$ cat src/rtl/sort_result_unloader.sv
// Snapshots the sorted lane vector on capture, then streams the top OUT_COUNT entries. First entry one clock after capture; out_* hold while !out_ready.
// Optional SORT_UNLOAD_THRESHOLD_EN: drops entries below a captured threshold and adds frame_empty.
`ifndef NETWORK_WIDTH
`define NETWORK_WIDTH 16
`endif
`ifndef INDEX_WIDTH
`define INDEX_WIDTH 8
`endif

module sort_result_unloader #(
   parameter int SIZE      = 8,
   parameter int OUT_COUNT = 4,
   parameter int FROM_TOP  = 1
) (
   input  logic                                        clk,
   input  logic                                        rst_n,
   input  logic [SIZE-1:0][`NETWORK_WIDTH-1:0]         sorted_data,
   input  logic [SIZE-1:0][`INDEX_WIDTH-1:0]           sorted_index,
   input  logic                                        capture,
`ifdef SORT_UNLOAD_THRESHOLD_EN
   input  logic [`NETWORK_WIDTH-1:0]                   threshold,
   output logic                                        frame_empty,
`endif
   output logic                                        busy,
   output logic                                        capture_drop,
   output logic                                        out_valid,
   input  logic                                        out_ready,
   output logic [`NETWORK_WIDTH-1:0]                   out_data,
   output logic [`INDEX_WIDTH-1:0]                     out_index,
   output logic [((SIZE > 1) ? $clog2(SIZE) : 1)-1:0]  out_rank,
   output logic                                        out_last
);

   localparam int RW = (SIZE > 1) ? $clog2(SIZE) : 1;
   localparam logic [RW-1:0] LAST_RANK = RW'(OUT_COUNT - 1);

   typedef enum logic {IDLE, STREAM} state_t;

   state_t                                state, state_nxt;
   logic [RW-1:0]                         rank, rank_nxt;
   logic [SIZE-1:0][`NETWORK_WIDTH-1:0]   snap_data;
   logic [SIZE-1:0][`INDEX_WIDTH-1:0]     snap_index;
   logic                                  load;
   logic                                  drop_nxt;
   logic                                  last_entry;
   logic [RW-1:0]                         lane;

   function automatic logic [RW-1:0] lane_of(input logic [RW-1:0] k);
      return (FROM_TOP != 0) ? (RW'(SIZE - 1) - k) : k;
   endfunction

   assign lane = lane_of(rank);

`ifdef SORT_UNLOAD_THRESHOLD_EN
   logic [`NETWORK_WIDTH-1:0] snap_thr;
   logic                      first_ok;
   logic                      empty_nxt;
   logic [RW-1:0]             rank_inc;

   assign first_ok = sorted_data[lane_of('0)] >= threshold;
   assign rank_inc = rank + 1'b1;
   // Data is sorted in stream order, so the first failing successor ends the frame.
   assign last_entry = (rank == LAST_RANK) || (snap_data[lane_of(rank_inc)] < snap_thr);
`else
   assign last_entry = (rank == LAST_RANK);
`endif

   always_comb begin
      state_nxt = state;
      rank_nxt  = rank;
      load      = 1'b0;
      drop_nxt  = 1'b0;
`ifdef SORT_UNLOAD_THRESHOLD_EN
      empty_nxt = 1'b0;
`endif
      case (state)
         IDLE: begin
            if (capture) begin
               load     = 1'b1;
               rank_nxt = '0;
`ifdef SORT_UNLOAD_THRESHOLD_EN
               if (first_ok) state_nxt = STREAM;
               else          empty_nxt = 1'b1;
`else
               state_nxt = STREAM;
`endif
            end
         end
         STREAM: begin
            drop_nxt = capture;
            if (out_ready) begin
               if (last_entry) begin
                  state_nxt = IDLE;
                  rank_nxt  = '0;
               end else begin
                  rank_nxt = rank + 1'b1;
               end
            end
         end
         default: state_nxt = IDLE;
      endcase
   end

   always_ff @(posedge clk or negedge rst_n) begin
      if (!rst_n) begin
         state        <= IDLE;
         rank         <= '0;
         snap_data    <= '0;
         snap_index   <= '0;
         capture_drop <= 1'b0;
`ifdef SORT_UNLOAD_THRESHOLD_EN
         snap_thr     <= '0;
         frame_empty  <= 1'b0;
`endif
      end else begin
         state        <= state_nxt;
         rank         <= rank_nxt;
         capture_drop <= drop_nxt;
         if (load) begin
            snap_data  <= sorted_data;
            snap_index <= sorted_index;
         end
`ifdef SORT_UNLOAD_THRESHOLD_EN
         if (load) snap_thr <= threshold;
         frame_empty <= empty_nxt;
`endif
      end
   end

   // Outputs read straight from the snapshot, so they stay stable under backpressure.
   assign out_valid = (state == STREAM);
   assign busy      = out_valid;
   assign out_rank  = rank;
   assign out_last  = out_valid & last_entry;
   assign out_data  = out_valid ? snap_data[lane]  : '0;
   assign out_index = out_valid ? snap_index[lane] : '0;

endmodule
$ cat config.mk
export PLATFORM = sky130hd
export DESIGN_NAME = sort_result_unloader
export DESIGN_NICKNAME = d
export VERILOG_FILES = /design/src/rtl/sort_result_unloader.sv
export SDC_FILE = /design/constraint.sdc
export NUM_CORES = 1
export LEC_CHECK = 0
export ABC_AREA = 0
export BUFFER_PORTS_ARGS = -buffer_cell sky130_fd_sc_hd__buf_2
export CAP_MARGIN = 20
export CORE_MARGIN = 2
export CORE_UTILIZATION = 53
export DETAILED_ROUTE_END_ITERATION = 16
export PLACE_DENSITY = 0.9
export RECOVER_POWER = 100
export SYNTH_ARGS = -nofsm -noshare
export SYNTH_HDL_FRONTEND = slang
export SYNTH_SLANG_ARGS = --single-unit
$ cat constraint.sdc
create_clock -name clk -period 1.8 [get_ports clk]
set_input_delay 0.09 -clock clk [delete_from_list [all_inputs] [get_ports clk]]
set_output_delay 0.09 -clock clk [all_outputs]
set_load 0.1 [all_outputs]
==> impl_metrics.toml <==
[status]
status = "finished with violations"
violations = "negative setup slack"

[synth]
synth-seq-cells = 197
syn_nets = 1175
syn_area_per_cell_um2 = 9.23
synth.distinct_cells = 25
synth.largest_area_cell = "dfrtp_1"
ys_seq_area_share_pct = 54.6
synth_cells = 978
synth_area_leaders = "dfrtp_1 (55%), nand2_1 (24%), mux2i_1 (5.3%)"
synth_top_area_share_pct = 54.6
ys_warn_count = 0
synth_area_um2 = 9030

[timing]
worst_slew_pin_slew_ps = 1000
rsz0062_at_grt = "yes"
fin_crit_ps = 2240
slew-limit-headroom_pct = 33.3
hold_viol_final = 0
worst_slack_ps = -441
slew_viol_final = 0
setup_viol = 25
max_freq_ghz = 0.446
holdWs_ps = 376
period_share_pct = 124
fin_worst_skew_ps = 13.4

[global_route]
antenna_found_initial = 4
overflow = 0
grt_pass1_vias = 10200
grt_max_degree = 78
gr-usage-all-layers_pct = 42.5
grt_pass1_wl_um = 57300

[placed_design]
gp_congestion = 0.933
io_buffers = 226
placed_area_um2 = 11100
dpl.hpwl_um = 18800

[worst_setup_path]
worst_path_largest_cell_delay_ps = 550
critPathKind = "register to output port"
r2r_start = "busy"
cp.depth = 5
worstSetupStartpointType = "register"
crit_start = "out_rank[0]"
rr_worst_depth = 4
r2r_setup_slack_ps = 140
crit_chain = "buf_4, and2_4, a22oi_1, o211a_4, buf_12"
cp_num_buf_inv = 2
crit_family = "flip-flops"
required_ps = 1710
endpoint_kind = "output port"
path_max_fanout = 12
arrival_ps = 2150
crit_slowest_cell = "dfrtp_4"

[routing]
drc = 0
drt-initial-drc-count = 1841
via_per_inst = 6.22
drtAntennaViolNets = 0
wire_per_inst_um = 24.7
wirelength_um = 39900
vias = 10100
first_pass_iters = 7

[power_and_ir_drop]
post-layout-total-power_mw = 27.2
leakage_nw = 6.96
power_density_nw_per_um2 = 1970
peakVddDrop_mv = 1.30

[flow_run]
max_cap_viol_count = 0

[finish]
fin_area_um2 = 13800
areaGrowthSynthToFinish_pct = 53.0
drive_gt1_share_pct = 26.1
layout_common_cells = "nand2_1 (579), buf_2 (197), dlygate4sd3_1 (195)"
final_common_cell = "nand2_1"
fin_nets = 1577
fin_util_pct = 83.0

[floorplan]
row_count = 47
core_um2 = 16600
dieArea_um2 = 18100
die_w_um = 135
die_h_um = 135
io_pins = 227
initial_core_util_pct = 54.2

[worst_hold_path]
worstHoldPathType = "input port to async pin"

[clock_network]
numCtsBuffers = 17
clock_sinks = 197
clk_pin_slew_ps = 70
clkLatencyLatePin_ps = 440
clk_path_buf_depth = 2
cts_tree = "built"
htree_levels = 4
cts_root_buffer = "clkbuf_16"
final timing paths:
check                                end
setup reg to reg           snap_data[55]
hold / removal             snap_data[91]
min in group clk           snap_data[73]
hold reg to reg            snap_data[33]
max in group asynchronous    out_rank[0]
setup / recovery            out_index[3]
per-stage QoR:
stage	cells	TNS [ps]	setup WS (ps)
3_3_place_gp	1381	0	100
2_1_floorplan	978	-4540	-202
6_report	1619	-9870	-441
5_1_grt	1616	-10360	-501
3_5_place_dp	1381	0	73.9
4_1_cts	1610	-7930	-354
layer usage:
layer  vias up  track usage (%)  routed length (µm)
met3       381             13.7                5320
met5         -                0                   0
met1      4646             50.5               13000
met4         0             28.7                3950
li1       3942                -                   -
met2      1109             66.5               17600
cell families (layout without fill, tap and decap cells):
group                      count (synthesis)  after routing  share of synthesized area (%)
and+or+nand+nor                          588            589                           24.7
DFF                                      197            197                           54.6
muxes                                     72             72                           11.6
buffers and inverters                     68            482                           4.02
AOI/OAI and AO/OA                         52             52                           5.00
adders and majority gates                  1              1                          0.139
other                                      0              6                              0
synth_stat cells:
cell        n
buf_6       3
buf_12      2
clkbuf_1   23
a32o_1      1
a21o_1      1
buf_2      35
clkbuf_2    1
mux2i_1    48
a31oi_1     1
nand2_1   579
and2_2      1
buf_1       2
dfrtp_1   197
nand3_1     1
o211a_1    24
mux4_1      6
nor2_1      1
buf_4       2
nand2b_1    1
o31ai_1     1
nor2b_1     3
mux4_2     18
a22oi_1    24
and2_1      2
ha_1        1
area by class of cell:
class | instances | area, µm²
antenna | 6 | 15.0
clock buffer | 19 | 453
clock inverter | 13 | 124
fill | 773 | 2830
multi-input combinational | 714 | 4030
sequential | 197 | 4940
tap | 220 | 275
timing repair buffer | 450 | 3970
sequential cells by signal (all words and copies together), names as in the netlist:
register	count
capture_drop	1
out_rank	3
snap_data	128
snap_index	64
busy	1
repair_timing:
item                                    CTS  global route
endpoints found under the setup margin   25            32
cloned                                    2             2
setup buffers                             0             1
pin swaps                                 0             0
resized for setup                        14            21
endpoints found under the hold margin   252             0
hold buffers                            195             0
report_power, final:
part           leakage [nW]  total (mW)  internal (mW)  switching [mW]
Clock                 0.282        3.86           2.01            1.85
Sequential             2.45        8.43           6.51            1.92
Combinational          4.23        14.9           5.74            9.17
(Power assumes the default switching activity.)
